[src/rtl/wb_pipe_reg.sv]
// MEM->WB pipeline register with a one-entry skid buffer.
// o_ready_M comes straight from a flop, so WB backpressure never reaches MEM combinationally.
module wb_pipe_reg #(
  parameter int DATA_W = 32,
  parameter int ADDR_W = 5,
  parameter int SEL_W  = 2
) (
  input  logic              i_clk,
  input  logic              i_rst_n,
  input  logic              i_flush,
  input  logic              i_valid_M,
  output logic              o_ready_M,
  input  logic [DATA_W-1:0] alu_data_M,
  input  logic [DATA_W-1:0] read_data_M,
  input  logic [DATA_W-1:0] pc_four_M,
  input  logic [ADDR_W-1:0] rd_addr_M,
  input  logic [SEL_W-1:0]  wb_sel_M,
  input  logic              rd_wren_M,
  output logic              o_valid_W,
  input  logic              i_ready_W,
  output logic [DATA_W-1:0] alu_data_W,
  output logic [DATA_W-1:0] read_data_W,
  output logic [DATA_W-1:0] pc_four_W,
  output logic [ADDR_W-1:0] rd_addr_W,
  output logic [SEL_W-1:0]  wb_sel_W,
  output logic              rd_wren_W,
  output logic [1:0]        o_count
);

  localparam int PAY_W = 3 * DATA_W + ADDR_W + SEL_W + 1;

  typedef enum logic [1:0] {
    EMPTY = 2'd0,
    ONE   = 2'd1,
    FULL  = 2'd2
  } state_t;

  state_t             state_r;
  logic [PAY_W-1:0]   main_r;
  logic [PAY_W-1:0]   skid_r;
  logic               main_valid_r;
  logic               skid_valid_r;
  logic               ready_r;
  logic               wren_out_r;
  logic [1:0]         count_r;
  logic [PAY_W-1:0]   pay_in_s;
  logic               accept_s;
  logic               consume_s;

  assign pay_in_s  = {alu_data_M, read_data_M, pc_four_M, rd_addr_M, wb_sel_M, rd_wren_M};
  assign accept_s  = i_valid_M & ready_r;
  assign consume_s = main_valid_r & i_ready_W;

  // Occupancy FSM; the rd_wren output flop is cleared whenever main goes invalid.
  always_ff @(posedge i_clk or negedge i_rst_n) begin
    if (!i_rst_n) begin
      state_r      <= EMPTY;
      main_r       <= {PAY_W{1'b0}};
      skid_r       <= {PAY_W{1'b0}};
      main_valid_r <= 1'b0;
      skid_valid_r <= 1'b0;
      ready_r      <= 1'b1;
      wren_out_r   <= 1'b0;
      count_r      <= 2'd0;
    end else if (i_flush) begin
      state_r      <= EMPTY;
      main_valid_r <= 1'b0;
      skid_valid_r <= 1'b0;
      ready_r      <= 1'b1;
      wren_out_r   <= 1'b0;
      count_r      <= 2'd0;
    end else begin
      case (state_r)
        EMPTY: begin
          if (accept_s) begin
            main_r       <= pay_in_s;
            main_valid_r <= 1'b1;
            wren_out_r   <= rd_wren_M;
            count_r      <= 2'd1;
            state_r      <= ONE;
          end else begin
            state_r <= EMPTY;
          end
        end
        ONE: begin
          if (accept_s && consume_s) begin
            main_r     <= pay_in_s;
            wren_out_r <= rd_wren_M;
          end else if (accept_s) begin
            skid_r       <= pay_in_s;
            skid_valid_r <= 1'b1;
            ready_r      <= 1'b0;
            count_r      <= 2'd2;
            state_r      <= FULL;
          end else if (consume_s) begin
            main_valid_r <= 1'b0;
            wren_out_r   <= 1'b0;
            count_r      <= 2'd0;
            state_r      <= EMPTY;
          end else begin
            state_r <= ONE;
          end
        end
        FULL: begin
          if (consume_s) begin
            main_r       <= skid_r;
            wren_out_r   <= skid_r[0];
            skid_valid_r <= 1'b0;
            ready_r      <= 1'b1;
            count_r      <= 2'd1;
            state_r      <= ONE;
          end else begin
            state_r <= FULL;
          end
        end
        default: begin
          main_valid_r <= 1'b0;
          skid_valid_r <= 1'b0;
          ready_r      <= 1'b1;
          wren_out_r   <= 1'b0;
          count_r      <= 2'd0;
          state_r      <= EMPTY;
        end
      endcase
    end
  end

  assign o_ready_M = ready_r;
  assign o_valid_W = main_valid_r;
  assign rd_wren_W = wren_out_r;
  assign o_count   = count_r;
  assign {alu_data_W, read_data_W, pc_four_W, rd_addr_W, wb_sel_W} = main_r[PAY_W-1:1];

endmodule

[config.mk]
export PLATFORM = sky130hd
export DESIGN_NAME = wb_pipe_reg
export DESIGN_NICKNAME = d
export VERILOG_FILES = /design/src/rtl/wb_pipe_reg.sv
export SDC_FILE = /design/constraint.sdc
export NUM_CORES = 1
export LEC_CHECK = 0
export ABC_AREA = 1
export CAP_MARGIN = 20
export CORE_ASPECT_RATIO = 0.6
export CORE_MARGIN = 5
export CORE_UTILIZATION = 40
export DETAILED_ROUTE_END_ITERATION = 10
export PLACE_DENSITY = 0.66
export SYNTH_ARGS = -nofsm -noshare
export SYNTH_HDL_FRONTEND = slang
export SYNTH_SLANG_ARGS = --single-unit
[constraint.sdc]
create_clock -name i_clk -period 3.2 [get_ports i_clk]
set_input_delay 0.64 -clock i_clk [delete_from_list [all_inputs] [get_ports i_clk]]
set_output_delay 0.64 -clock i_clk [all_outputs]
set_load 0.05 [all_outputs]
==> impl_metrics.py <==
metrics = {
    "cells_and_area": {
        "final-seq-area_mm2": 0.005356,
        "layout_common_cells": "nand2_1 (333), clkdlybuf4s50_1 (215), dfrtp_1 (213), o21ai_0 (172), inv_1 (111)",
        "area_growth_pct": 32.06,
        "drive_gt1_share_pct": 4.797,
        "final.fill_count": 2213,
        "multiInputGateArea_mm2": 0.003418,
        "antenna_cells": 0,
        "nNetsFinal": 1470,
        "final_common_cell": "nand2_1",
        "instances_no_fill": 1691,
    },
    "run_status": {
        "status": "complete, no violations",
    },
    "run": {
        "drv_cap": 0,
    },
    "die": {
        "row_count": 43,
        "design.core.area_mm2": 0.02335,
        "die_width_um": 210.0,
        "start_util_pct": 41.10,
        "chipHeight_um": 130.0,
        "ios": 217,
        "dieArea_mm2": 0.02729,
    },
    "detailed_routing": {
        "wl_um": 25750,
        "vias_per_cell": 4.834,
        "first_pass_iters": 5,
        "ant_nets": 0,
        "wl_per_cell_um": 15.23,
        "first_iter_violations": 475,
        "num_vias": 8174,
        "drc_errors": 0,
    },
    "place": {
        "dp_hpwl_um": 17170,
        "gp_congestion": 0.7718,
        "placed_cells": 1652,
        "io_buffer_count": 216,
    },
    "timing": {
        "fin_worst_skew_ns": 0.008670,
        "finalSetupViolations": 0,
        "setup_tns_ns": 0,
        "min_period_ns": 2.488,
        "fmax_mhz": 401.9,
        "max_slew_margin_pct": 51.18,
        "post-route-period-util_pct": 77.76,
        "maxSlewViolCount": 0,
        "worst_slew_pin_slew_ns": 0.7323,
        "hold_viol": 0,
        "rsz0062_at_grt": "false",
    },
    "clock_tree": {
        "cts.sinks": 214,
        "clk_pin_slew_ns": 0.06,
        "post-cts-setup-buffers": 0,
        "clk_path_buf_depth": 3,
        "htreeDepth": 1,
        "cts_buffers": 22,
        "cts_tree": "built",
        "cts_root_buf": "clkbuf_16",
        "ctsResizeCount": 0,
        "clk_latency_ns": 0.49,
        "cts_hold_buffers": 0,
    },
    "global_route": {
        "overflow": 0,
        "grt_max_degree": 110,
        "antenna_found_initial": 1,
        "grt_pass1_vias": 7878,
        "grtUsageTotal_pct": 18.59,
        "grt_pass1_wl_um": 41950,
    },
    "setup_path": {
        "cp_max_fo": 3,
        "critPathKind": "register to output pin",
        "crit_path_cell_trace": "clkdlybuf4s50_1",
        "crit_arrival_ns": 1.85,
        "reg2reg_to": "main_r[63]$_DFFE_PN0P_",
        "path_buf_inv": 1,
        "r2r_cells": 6,
        "endpoint_kind": "output pin",
        "cp_top_family": "buffers and inverters",
        "worstPathRequired_ns": 2.56,
        "rr_startpoint": "state_r[0]$_DFFE_PN0N_",
        "cp-start-kind": "register",
        "crit_slowest_cell": "clkdlybuf4s50_1",
        "ff2ff_setup_slack_ns": 1.14,
        "cpPeakStageDelay_ns": 0.80,
    },
    "synthesis": {
        "yosysSeqAreaShare_pct": 55.81,
        "yosys_warnings": 0,
        "synth_area_mm2": 0.009597,
        "syn_area_per_cell_um2": 8.112,
        "ys_ff_latch": 214,
        "syn_inst": 1183,
        "synth_nets": 1292,
        "synthDistinctLibCells": 26,
    },
    "pwr": {
        "p_leak_nw": 6.330,
        "ir_drop_v": 0.0004869,
        "p_per_area_mw_per_mm2": 887.0,
    },
    "min_path": {
        "hp-class": "input port to asynchronous set/reset pin",
    },
}
-- synthesized netlist by cell type (all sizes together) --
| library cell | number | area share (%) |
|---|---|---|
| buf | 51 | 3.3 |
| o21ai | 213 | 11 |
| a21oi | 102 | 5.4 |
| o21a | 1 | 0.078 |
| dfstp | 1 | 0.27 |
| nand3b | 2 | 0.16 |
| o211ai | 1 | 0.078 |
| nor2 | 111 | 4.7 |
| o31ai | 1 | 0.078 |
| nand3 | 8 | 0.47 |
| nor3 | 1 | 0.052 |
| dfrtp | 213 | 56 |
| inv | 113 | 4.4 |
| clkbuf | 28 | 1.1 |
| nand2 | 337 | 13 |
-- registers in the layout, summed over array words and instances (netlist names) --
register,count
main_r,103
o_count,2
o_ready_M,1
o_valid_W,1
rd_wren_W,1
skid_r,104
state_r,2
-- logic make-up (layout without fill, tap and decap cells) --
kind of cell | after synthesis | after routing | share of synthesized area (%)
compound gates | 318 | 318 | 16.70
simple gates | 459 | 459 | 18.70
buf+inv | 192 | 385 | 8.787
flops | 214 | 214 | 55.81
-- how the worst max path moves through the flow --
stage | start | end | cells past startpoint
finish | o_ready_M$_DFFE_PN1P_ | o_ready_M | 1
global route | o_ready_M$_DFFE_PN1P_ | o_ready_M | 1
CTS | o_ready_M$_DFFE_PN1P_ | o_ready_M | 1
detailed placement | i_ready_W | skid_r[48]$_DFFE_PN0P_ | 8
global placement | i_ready_W | skid_r[75]$_DFFE_PN0P_ | 8
floorplan | o_ready_M$_DFFE_PN1P_ | main_r[43]$_DFFE_PN0P_ | 9
-- final cells by class --
cell class | instances | area share [%]
Clock buffer | 33 | 5.233
Clock inverter | 6 | 0.2369
Timing Repair Buffer | 233 | 18.80
Sequential cell | 214 | 42.26
Multi-Input combinational cell | 777 | 26.97
Inverter | 113 | 3.386
Tap cell | 315 | 3.110
-- stage by stage --
step	hold slack [ns]	util [%]	power (W)	worst slack, ns	instance area [um^2]
6_report	0.08886	54.28	0.01124	0.7117	12670
5_1_grt	0.1197	54.28	0.01191	0.6765	12670
4_1_cts	0.1021	54.28	0.01138	0.6850	12670
3_5_place_dp	0.4603	51.31	0.008849	0.5467	11980
3_3_place_gp	0.4618	51.31	0.008744	0.6199	11980
2_1_floorplan	0.3444	-	0.007166	1.423	9597
-- layer usage --
metal	wire length, um	part of all wire [%]	GRT usage (%)	vias up
met4	414	1.6	2.991	2
met3	1497	5.8	3.868	37
li1	-	-	-	4097
met5	13	0.050	0	-
met1	12780	50	27.96	3854
met2	11040	43	28.50	184
-- where the power goes --
group | switching (W) | internal, W | leakage (nW)
clock | 0.00105 | 0.00143 | 0.349
sequential | 0.000442 | 0.00377 | 2.47
combinational | 0.00308 | 0.00147 | 3.51
total | 0.00457 | 0.00667 | 6.33
No activity file was read; power rests on OpenSTA's default activity.
